### config.mk
export PLATFORM = sky130hd
export DESIGN_NAME = pixel_plot_receiver
export DESIGN_NICKNAME = d
export VERILOG_FILES = /design/src/rtl/pixel_plot_receiver.sv
export SDC_FILE = /design/constraint.sdc
export NUM_CORES = 1
export LEC_CHECK = 0
export BUFFER_PORTS_ARGS = -buffer_cell sky130_fd_sc_hd__buf_2
export CAP_MARGIN = 20
export CORE_UTILIZATION = 61
export CTS_CLUSTER_DIAMETER = 200
export CTS_CLUSTER_SIZE = 8
export DETAILED_ROUTE_END_ITERATION = 10
export HOLD_SLACK_MARGIN = 0.08
export PLACE_DENSITY = 0.84
export REMOVE_ABC_BUFFERS = 1
export SETUP_SLACK_MARGIN = 0.05
export SLEW_MARGIN = 20
export SYNTH_ARGS = -nofsm -noshare
export SYNTH_HDL_FRONTEND = slang
export SYNTH_SLANG_ARGS = --single-unit
export TNS_END_PERCENT = 30
### constraint.sdc
create_clock -name CLOCK_50 -period 3.8 [get_ports CLOCK_50]
set_input_delay 0 -clock CLOCK_50 [delete_from_list [all_inputs] [get_ports CLOCK_50]]
set_output_delay 0 -clock CLOCK_50 [all_outputs]
set_load 0.05 [all_outputs]
### src/rtl/pixel_plot_receiver.sv
// Pixel plot receiver: clips incoming plot requests against the framebuffer
// bounds, converts (x, y) to a linear address and queues {address, colour}
// in a small FIFO that drains into the framebuffer write port.
module pixel_plot_receiver #(
    parameter int WIDTH  = 160,
    parameter int HEIGHT = 120,
    parameter int DEPTH  = 4
) (
    input  logic        CLOCK_50,
    input  logic        reset_n,
    input  logic [7:0]  x,
    input  logic [6:0]  y,
    input  logic [2:0]  colour,
    input  logic        plot,
    output logic        ready,
    output logic [14:0] fb_addr,
    output logic [2:0]  fb_data,
    output logic        fb_we,
    input  logic        fb_grant,
    output logic [2:0]  level,
    output logic [7:0]  clip_count,
    output logic        overflow
);

    localparam int          PTR_W      = $clog2(DEPTH);
    localparam logic [8:0]  WIDTH_LIM  = 9'(WIDTH);
    localparam logic [7:0]  HEIGHT_LIM = 8'(HEIGHT);
    localparam logic [14:0] ROW_STRIDE = 15'(WIDTH);
    localparam logic [2:0]  LEVEL_FULL = 3'(DEPTH);

    // FIFO entry layout: {address[14:0], colour[2:0]}
    logic [17:0]      mem_q [DEPTH];
    logic [17:0]      mem_d [DEPTH];
    logic [PTR_W-1:0] wr_ptr_q, wr_ptr_d;
    logic [PTR_W-1:0] rd_ptr_q, rd_ptr_d;
    logic [2:0]       level_q, level_d;
    logic [7:0]       clip_q, clip_d;
    logic             ovf_q, ovf_d;

    logic        in_range;
    logic        full;
    logic        empty;
    logic        pop;
    logic        push;
    logic [14:0] pix_addr;

    // Classify the request, compute its address and decide push/pop for this cycle
    always_comb begin
        in_range = ({1'b0, x} < WIDTH_LIM) && ({1'b0, y} < HEIGHT_LIM);
        pix_addr = ({8'b0, y} * ROW_STRIDE) + {7'b0, x};
        full     = (level_q == LEVEL_FULL);
        empty    = (level_q == 3'd0);
        // A grant with nothing queued is simply ignored.
        pop      = !empty && fb_grant;
        // A full FIFO still accepts when the head leaves in the same cycle.
        push     = plot && in_range && (!full || pop);
    end

    // Next-state for pointers, occupancy, clip counter, overflow flag and storage
    always_comb begin
        wr_ptr_d = wr_ptr_q;
        rd_ptr_d = rd_ptr_q;
        level_d  = level_q;
        clip_d   = clip_q;
        ovf_d    = ovf_q;
        mem_d    = mem_q;

        if (push) begin
            mem_d[wr_ptr_q] = {pix_addr, colour};
            wr_ptr_d        = wr_ptr_q + PTR_W'(1);
        end
        if (pop) begin
            rd_ptr_d = rd_ptr_q + PTR_W'(1);
        end

        if (push && !pop) begin
            level_d = level_q + 3'd1;
        end else if (pop && !push) begin
            level_d = level_q - 3'd1;
        end

        if (plot && !in_range && (clip_q != 8'hFF)) begin
            clip_d = clip_q + 8'd1;
        end
        if (plot && in_range && full && !pop) begin
            ovf_d = 1'b1;
        end
    end

    // Control state: cleared asynchronously so a reset kills any pending write at once
    always_ff @(posedge CLOCK_50 or negedge reset_n) begin
        if (!reset_n) begin
            wr_ptr_q <= '0;
            rd_ptr_q <= '0;
            level_q  <= 3'd0;
            clip_q   <= 8'd0;
            ovf_q    <= 1'b0;
        end else begin
            wr_ptr_q <= wr_ptr_d;
            rd_ptr_q <= rd_ptr_d;
            level_q  <= level_d;
            clip_q   <= clip_d;
            ovf_q    <= ovf_d;
        end
    end

    // Entry storage carries no reset; validity is tracked by level_q alone
    always_ff @(posedge CLOCK_50) begin
        mem_q <= mem_d;
    end

    // Outputs come straight from registered state
    always_comb begin
        ready      = (level_q != LEVEL_FULL);
        fb_we      = (level_q != 3'd0);
        fb_addr    = mem_q[rd_ptr_q][17:3];
        fb_data    = mem_q[rd_ptr_q][2:0];
        level      = level_q;
        clip_count = clip_q;
        overflow   = ovf_q;
    end

endmodule

==> flow_metrics.tcl <==
set metrics [dict create \
    grt_overflow 0 \
    initial_core_util 0.646 \
    final-hold-violation-count 0 \
    yosysMostFrequentCell "edfxtp_1" \
    setup-tns-final_ns 0 \
    clock.fmax_ghz 0.419 \
    dp_hpwl_mm 4.38 \
    synth_flop_cell "edfxtp_1" \
    clock_latency_ns 0.35 \
    crit_buf_inv 3 \
    die_y_microns 82.1 \
    grt.busiest_layer "met2" \
    power_mw 3.63 \
    place_inst 350 \
    synth-compound-area-share 0.0387 \
    rows 28 \
    synthSimpleGateAreaFrac 0.0527 \
    pre_cts_ws_ns 1.17 \
    min_period_ns 2.39 \
    relSlewSlack 0.366 \
    die_x_microns 82.1 \
    drtAntennaViolNets 0 \
    clock_path_buffers 2 \
    max-cap-violations 0 \
    final_util 0.762 \
    synthArstFlopShare 0.182 \
    use_met2 0.362 \
    wl_per_cell_microns 17.3 \
    placed_area_sq_um 4260 \
    crit_chain "dlygate4sd3_1, buf_2, o21ai_0, nand3_1, nor2_1, ha_1, inv_1, fa_1, xor2_1, nor2_1, xor2_1" \
    endpoint_kind "register" \
    path_delay_family "buffers and inverters" \
    yosysTopAreaCell "edfxtp_1" \
    multiInputGateArea_sq_um 1290 \
    track_usage 0.219 \
    crit_required_ns 4.07 \
    num-fill-cells 353 \
    max_stage_delay_ns 0.54 \
    gr-usage-met3 0.0462 \
    register_area_sq_um 2560 \
    setup_ws_ns 1.41 \
    holdWs_ns 0.102 \
    synth-edff-count 72 \
    ys_types 41 \
    synth-xor-area-share 0.0505 \
    nets 344 \
    synth_warnings 0 \
    cts_tree "yes" \
    path_clk_slew_ns 0.09 \
    synth.avg_cell_area_sq_um 17.3 \
    critical-path-slowest-cell "dlygate4sd3_1" \
    io_buffer_count 53 \
    status "complete, no violations" \
    grt_pass1_vias 2142 \
    hold_path.class "input port to asynchronous set/reset pin" \
    dieArea_sq_um 6740 \
    routabilityCongestion 0.813 \
    synth.top_cell.area_share 0.552 \
    final_cell_area_sq_um 4620 \
    grt_max_degree 20 \
    antenna_found_initial 0 \
    report.final.slew_viol_count 0 \
    synth_area_leaders "edfxtp_1 (55%), mux4_2 (10%), dfrtp_1 (10%), ha_1 (6.1%), xnor2_1 (2.5%)" \
    clock_skew_ns 0.00974 \
    synth_common_cells "edfxtp_1 (72), ha_1 (19), mux4_2 (18)" \
    ios 54 \
    synth.mux.area_fraction 0.112 \
    vias 2177 \
    stdcell_count 380 \
    seq_area_frac_synth 0.655 \
    n_antenna_cell 0 \
    area_growth_pct 18.0 \
    drt_first_pass_iters 4 \
    drive_gt1_frac 0.318 \
    ir_drop_uv 669 \
    wl_mm 6.56 \
    via_per_inst 5.73 \
    synth_top_family_by_area "multiplexers" \
    synth_area_sq_um 3910 \
    p_per_area_nw_per_um2 786 \
    ys_ff_latch 88 \
    grt_util_met1 0.289 \
    p_leak_nw 1.79 \
    cts-buffers-inserted 9 \
    h-tree-depth 3 \
    synthCells 226 \
    grt_pass1_wl_mm 10.4 \
    worstPathMaxFanout 7 \
    core_sq_um 6060 \
    critPathLaunchType "input port" \
    root_buffer "clkbuf_8" \
    setup_violations 0 \
    worst_pin_slew_ns 0.950 \
    clkSinkCount 88 \
    path_class "input port to register" \
    rsz0062_at_grt "false" \
    worstPathArrival_ns 2.66 \
    drc 0 \
    drt_iter0_markers 159 \
    final.period_utilization 0.629 \
    synthAdderAreaFrac 0.0761 \
]
==> final timing paths <==
path                                            from                        end  slack, ns  depth (start not counted)
max                                             x[5]       level[2]$_DFFE_PN0P_       1.41                         11
max reg2reg                     level[1]$_DFFE_PN0P_       level[1]$_DFFE_PN0P_       1.45                          7
min in group CLOCK_50                           y[6]        mem_q[35]$_DFFE_PP_       0.11                          3
max in group asynchronous                    reset_n  clip_count[4]$_DFFE_PN0P_       3.43                          2
min                                          reset_n    rd_ptr_q[0]$_DFFE_PN0P_       0.10                          2
min reg2reg                clip_count[7]$_DFFE_PN0P_  clip_count[7]$_DFFE_PN0P_       0.48                          1
==> where the power goes <==
| part | switching, mW | internal [mW] |
|---|---|---|
| Clock | 0.324 | 0.374 |
| Sequential | 0.171 | 1.26 |
| Combinational | 1.02 | 0.490 |
==> registers in the layout, indices dropped and copies added, names as in the netlist <==
name        flops
rd_ptr_q        2
wr_ptr_q        2
overflow        1
clip_count      8
level           3
mem_q          72
==> metal layers <==
layer / vias up / share of wire / routed length (microns)
li1: 1020 / - / -
met1: 1083 / 0.43 / 2840
met2: 65 / 0.51 / 3370
met3: 9 / 0.044 / 288
met4: 0 / 0.0091 / 60
met5: - / 0 / 0
==> cell families (layout without fill, tap and decap cells) <==
group	Yosys count	in the layout
AOI/OAI and AO/OA	20	20
xor gates and xnor gates	21	21
adders and majority gates	22	22
buffers and inverters	15	94
DFF	88	88
muxes	21	21
and+or+nand+nor	39	39
==> final cells by class <==
class                      instances  share of cell area
clock buffer                      10              0.0276
clock inverter                     6              0.0200
inverter                          10             0.00813
multi-input combinational        123               0.280
sequential                        88               0.555
tap                               75              0.0203
timing repair buffer              68              0.0894
==> cells in the final DEF, fill, tap and decap left out, types with 2 or more instances in the layout <==
cell type | netlist | final
dlygate4sd3_1 | 0 | 14
edfxtp_1 | 72 | 72
ha_1 | 19 | 19
xnor2_1 | 11 | 11
nand2_1 | 4 | 4
nor3_1 | 2 | 2
inv_1 | 10 | 10
mux2_2 | 3 | 3
clkbuf_8 | 0 | 9
and2_1 | 4 | 4
o21ai_0 | 5 | 5
bufinv_16 | 0 | 2
clkinvlp_4 | 0 | 2
a21oi_1 | 3 | 3
fa_1 | 3 | 3
buf_2 | 2 | 53
nand3_1 | 5 | 5
xor2_1 | 9 | 9
nor2_1 | 13 | 13
nor4_1 | 2 | 2
dfrtp_1 | 16 | 16
mux4_2 | 18 | 18
==> repair_timing <==
item | in CTS | in global routing
gates resized for setup | 0 | 0
endpoints found under the hold margin | 55 | 0
buffers inserted | 0 | 0
hold buffers | 14 | 0
Note: power is estimated with default switching activity, not from simulation.
